## src/rtl/trace_event_player.sv

```systemverilog
// trace_event_player: replays a table of timestamped events onto
// per-stream value/new_input pulses feeding a monitor.
module trace_event_player #(
    parameter int NUM_INPUTS  = 2,
    parameter int NUM_OUTPUTS = 4,
    parameter int DATA_W      = 64,
    parameter int DELTA_W     = 32,
    parameter int ADDR_W      = 4,
    parameter int LOOP        = 0
) (
    input  logic                         clk,
    input  logic                         rst,
    input  logic                         en,
    input  logic                         wr_en,
    input  logic [ADDR_W-1:0]            wr_addr,
    input  logic [DELTA_W-1:0]           wr_delta,
    input  logic [NUM_INPUTS-1:0]        wr_mask,
    input  logic [NUM_INPUTS*DATA_W-1:0] wr_data,
    output logic                         wr_err,
    input  logic [ADDR_W:0]              num_events,
    input  logic                         start,
    input  logic                         abort,
    output logic [NUM_INPUTS*DATA_W-1:0] inputs,
    output logic [NUM_INPUTS-1:0]        new_inputs,
    output logic                         busy,
    output logic                         done,
    output logic [ADDR_W-1:0]            event_idx,
    input  logic [NUM_OUTPUTS-1:0]       aktv_in,
    output logic [15:0]                  aktv_count
);

    localparam int DEPTH = 2**ADDR_W;
    localparam logic [ADDR_W:0] DEPTH_V = (ADDR_W+1)'(DEPTH);
    localparam logic [ADDR_W:0] ONE_V = (ADDR_W+1)'(1);

    typedef enum logic [1:0] {
        S_IDLE,
        S_WAIT,
        S_FIRE,
        S_DONE
    } state_t;

    state_t state, state_n;

    logic [DELTA_W-1:0]           delta_mem [DEPTH];
    logic [NUM_INPUTS-1:0]        mask_mem  [DEPTH];
    logic [NUM_INPUTS*DATA_W-1:0] data_mem  [DEPTH];

    logic [ADDR_W-1:0]            idx, idx_n;
    logic [DELTA_W-1:0]           cnt, cnt_n;
    logic [ADDR_W:0]              n_q, n_n, n_clamp;
    logic [NUM_INPUTS*DATA_W-1:0] inputs_n;
    logic [NUM_INPUTS-1:0]        new_n;
    logic [NUM_INPUTS-1:0]        rd_mask;
    logic [NUM_INPUTS*DATA_W-1:0] rd_data;
    logic                         idle_like;
    logic                         start_ok;
    logic                         last;

    assign idle_like = (state == S_IDLE) || (state == S_DONE);
    assign start_ok  = idle_like && start && !abort;
    assign busy      = (state == S_WAIT) || (state == S_FIRE);
    assign done      = (state == S_DONE);
    assign event_idx = idx;
    assign n_clamp   = (num_events > DEPTH_V) ? DEPTH_V : num_events;
    assign last      = ({1'b0, idx} == (n_q - ONE_V));
    assign rd_mask   = mask_mem[idx];
    assign rd_data   = data_mem[idx];

    // Table only changes while no replay is reading it.
    always_ff @(posedge clk) begin
        if (en && wr_en && idle_like) begin
            delta_mem[wr_addr] <= wr_delta;
            mask_mem[wr_addr]  <= wr_mask;
            data_mem[wr_addr]  <= wr_data;
        end
    end

    always_comb begin
        state_n  = state;
        idx_n    = idx;
        cnt_n    = cnt;
        n_n      = n_q;
        inputs_n = '0;
        new_n    = '0;
        if (abort) begin
            state_n = S_IDLE;
            idx_n   = '0;
        end else begin
            unique case (state)
                S_IDLE, S_DONE: begin
                    if (start) begin
                        n_n = n_clamp;
                        if (n_clamp == '0) begin
                            state_n = S_DONE;
                        end else begin
                            state_n = S_WAIT;
                            idx_n   = '0;
                            cnt_n   = delta_mem[0];
                        end
                    end
                end
                S_WAIT: begin
                    if (cnt == '0) begin
                        state_n = S_FIRE;
                        new_n   = rd_mask;
                        for (int k = 0; k < NUM_INPUTS; k++) begin
                            if (rd_mask[k])
                                inputs_n[k*DATA_W +: DATA_W] = rd_data[k*DATA_W +: DATA_W];
                        end
                    end else begin
                        cnt_n = cnt - 1'b1;
                    end
                end
                S_FIRE: begin
                    if (last) begin
                        if (LOOP != 0) begin
                            state_n = S_WAIT;
                            idx_n   = '0;
                            cnt_n   = delta_mem[0];
                        end else begin
                            state_n = S_DONE;
                        end
                    end else begin
                        state_n = S_WAIT;
                        idx_n   = idx + 1'b1;
                        cnt_n   = delta_mem[idx + 1'b1];
                    end
                end
                default: state_n = S_IDLE;
            endcase
        end
    end

    always_ff @(posedge clk) begin
        if (rst) begin
            state      <= S_IDLE;
            idx        <= '0;
            cnt        <= '0;
            n_q        <= '0;
            inputs     <= '0;
            new_inputs <= '0;
            wr_err     <= 1'b0;
            aktv_count <= '0;
        end else if (en) begin
            state      <= state_n;
            idx        <= idx_n;
            cnt        <= cnt_n;
            n_q        <= n_n;
            inputs     <= inputs_n;
            new_inputs <= new_n;
            wr_err     <= wr_en && busy;
            if (start_ok)
                aktv_count <= '0;
            else if (|aktv_in && aktv_count != 16'hFFFF)
                aktv_count <= aktv_count + 16'd1;
        end
    end

endmodule

```

## config.mk

```make
export PLATFORM = sky130hd
export DESIGN_NAME = trace_event_player
export DESIGN_NICKNAME = d
export VERILOG_FILES = /design/src/rtl/trace_event_player.sv
export SDC_FILE = /design/constraint.sdc
export NUM_CORES = 2
export LEC_CHECK = 0
export CAP_MARGIN = 20
export CORE_UTILIZATION = 47
export CTS_CLUSTER_DIAMETER = 150
export DETAILED_ROUTE_END_ITERATION = 6
export GPL_TIMING_DRIVEN = 1
export MAX_ROUTING_LAYER = met4
export PLACE_DENSITY = 0.63
export SLEW_MARGIN = 20
export SYNTH_ARGS = -nofsm -noshare
export SYNTH_HDL_FRONTEND = slang
export SYNTH_SLANG_ARGS = --single-unit
export TNS_END_PERCENT = 1
```

## constraint.sdc

```tcl
create_clock -name clk -period 16.3 [get_ports clk]
set_input_delay 3.26 -clock clk [delete_from_list [all_inputs] [get_ports clk]]
set_output_delay 3.26 -clock clk [all_outputs]
set_load 0.01 [all_outputs]
```

==> results.yml <==
detailed_routing:
  drcViolationCount: 0
  ant_nets: 0
  first_pass_iters: 5
  post_drt_wl_per_cell_um: 30.77
  totalWireLength_mm: 258.8
  drt_iter0_drc: 4858
  vias_per_cell: 6.020
  route.vias.total: 50640
logic_synthesis:
  synth_top_area_share_pct: 73.60
  avgSynthCellArea_um2: 22.28
  synth-edff-count: 2592
  synth.area.top_cells: "edfxtp_1, mux4_2, dfxtp_1"
  seq_area_frac_synth_pct: 77.27
  synthFlopType: "edfxtp_1"
  synth_cell_types: 81
  ys_async_sr_fraction_pct: 0
  netlist_area_um2: 105800
  synth_nets: 4935
  netlist_instances: 4747
  yosysWarnings: 0
  ys_ff_latch: 2786
  yosysTopAreaCell: "edfxtp_1"
timing:
  final-setup-viol-count: 0
  tightest_slew_ps: 1136
  slew_headroom_pct: 24.29
  maxSlewViolCount: 0
  timing.fmax_mhz: 147.1
  post-route-period-util_pct: 41.70
  fin_tns_setup_ps: 0
  grt_setup_unrepaired: "false"
  final.min_clock_period_ps: 6797
  timing.final.hold_violations: 0
  skew_ps: 50.20
worst_setup_path:
  crit_path_end_kind: "flip-flop"
  regToRegEndpoint: "inputs[62]"
  crit_type: "input pin to flip-flop"
  cp.required_ps: 16810
  worstRegToRegCells: 7
  ff2ff_setup_slack_ps: 11120
  start_kind: "input pin"
  worstPathArrival_ps: 7310
  critical_path.max_fanout: 48
floorplanning:
  core_area_um2: 223000
  initial_core_util_pct: 47.44
  die_h_um: 476.4
  io_pins: 334
  die_area_um2: 226900
  row_count: 173
  die_width_um: 476.4
clock_tree:
  cts_buffers: 298
  clk_latency_ps: 940
  clockRootBuffer: "clkbuf_16"
  postCtsResizedCells: 0
  cts_setup_buffers: 0
  cts_tree: "yes"
  clock_sinks: 2786
  cts_max_path_buffers: 4
  htree_levels: 5
  ctsHoldBuffers: 0
  clk_pin_slew_worst_paths_ps: 60
power_and_ir_drop:
  power_density_nw_per_um2: 118.9
  irDropWorstVdd_uv: 112.7
  power_leakage_uw: 0.03655
place:
  port_buffers: 333
  dp_hpwl_mm: 140.7
  gp_congestion: 0.8024
run:
  max_cap_violations: 0
finish:
  layout-drive-gt1-share_pct: 23.67
  area_growth_pct: 14.97
  layout_common_cells: "edfxtp_1, mux4_2, clkdlybuf4s50_1"
  fin_util_pct: 54.54
  final_net_count: 5389
  layout_commonest_cell: "edfxtp_1"
global_routing:
  grt_pass1_vias: 51900
  grt-ovfl-total: 0
  gr-usage-all-layers_pct: 23.57
  grt_max_degree: 141
  grt_pass1_wl_mm: 374.4
  antenna_found_initial: 42
outcome:
  status: "finished, final reports clean"
hold_path:
  holdPathStages: 2
  worstHoldStart: "wr_err"
  min_to: "wr_err"
  hold_path_class: "flip-flop to flip-flop"
[power by group]
group / internal [µW] / leakage, µW / switching [µW] / total (µW)
clock network: 3620 / 0.00434 / 2640 / 6250
registers: 7860 / 0.0249 / 15.7 / 7880
logic: 95.2 / 0.00729 / 231 / 326
[final cells by class]
class	instances	area, µm²
fillers	16810	101400
diodes	29	72.57
repair buffers	424	4229
clock buffers	390	8041
inverters	25	101.3
well taps	2975	3722
multi-input cells	1666	22850
flip-flops and latches	2786	81740
clock inverters	116	835.8
[synth_stat cells, types with 14 or more instances]
master / number
xor2_1: 15
and3_1: 19
buf_4: 30
dfxtp_1: 194
clkbuf_1: 140
nor2b_1: 22
nor3_1: 26
a21oi_1: 71
edfxtp_1: 2592
nand3_1: 18
nor2_1: 199
mux2i_1: 36
a22oi_1: 129
nand2_1: 126
mux4_2: 761
o21ai_0: 15
inv_1: 23
buf_2: 78
a221oi_1: 14
a211oi_1: 22
[sequential cells by signal, summed over array words and instances, names as in the netlist, named ones only]
signal and count:
event_idx 4, inputs 128, aktv_count 16, n_q 5, new_inputs 2, delta_mem 512
wr_err 1, state 2, data_mem 2048, cnt 32, mask_mem 32
[worst max-delay path, stage by stage]
cell	delay, ps
clkdlybuf4s50_1	460
buf_4	250
nand3_1	200
or3_1	540
nor2_4	720
buf_4	860
buf_4	850
[through the flow]
step	setup WS, ps	hold WS (ps)	cells	area [µm²]	power, µW
after global placement	8591	453.8	7875	112600	8347
after CTS	9543	476.9	8381	121500	14590
final	9503	475.1	8411	121600	14460
after global routing	9411	526.6	8407	121600	14880
after floorplan	447.5	449.7	4747	105800	8164
after detailed placement	8592	466.1	7875	112600	8360
[cells by family (layout without fill, tap and decap cells)]
kind of cell | Yosys count | in the layout | share of synthesized area, %
and+or+nand+nor | 483 | 483 | 2.187
other | 0 | 29 | 0
adders and majority gates | 7 | 7 | 0.08281
AOI/OAI and AO/OA | 351 | 351 | 2.378
buffers and inverters | 295 | 955 | 1.306
muxes | 797 | 797 | 16.55
DFF | 2786 | 2786 | 77.27
xor gates and xnor gates | 28 | 28 | 0.2319
[layer usage]
metal / routed length, µm / up-vias / GRT usage, %
met1: 107000 / 27450 / 31.82
li1: - / 21010 / -
met2: 128900 / 1865 / 37.43
met3: 17800 / 308 / 4.315
met4: 5133 / 0 / 5.616
met5: 0 / - / -
[worst max-delay path by stage]
| stage | startpoint | to | slack (ps) | cells after the start |
|---|---|---|---|---|
| global placement | en | data_mem[12][25] | 8590 | 8 |
| global route | en | data_mem[4][46] | 9410 | 7 |
| CTS | en | data_mem[4][46] | 9540 | 7 |
| detailed placement | en | data_mem[4][34] | 8590 | 7 |
| floorplan | en | data_mem[0][0] | 450 | 4 |
| finish | en | data_mem[4][46] | 9500 | 7 |
Power figures use the tool's default switching activity.
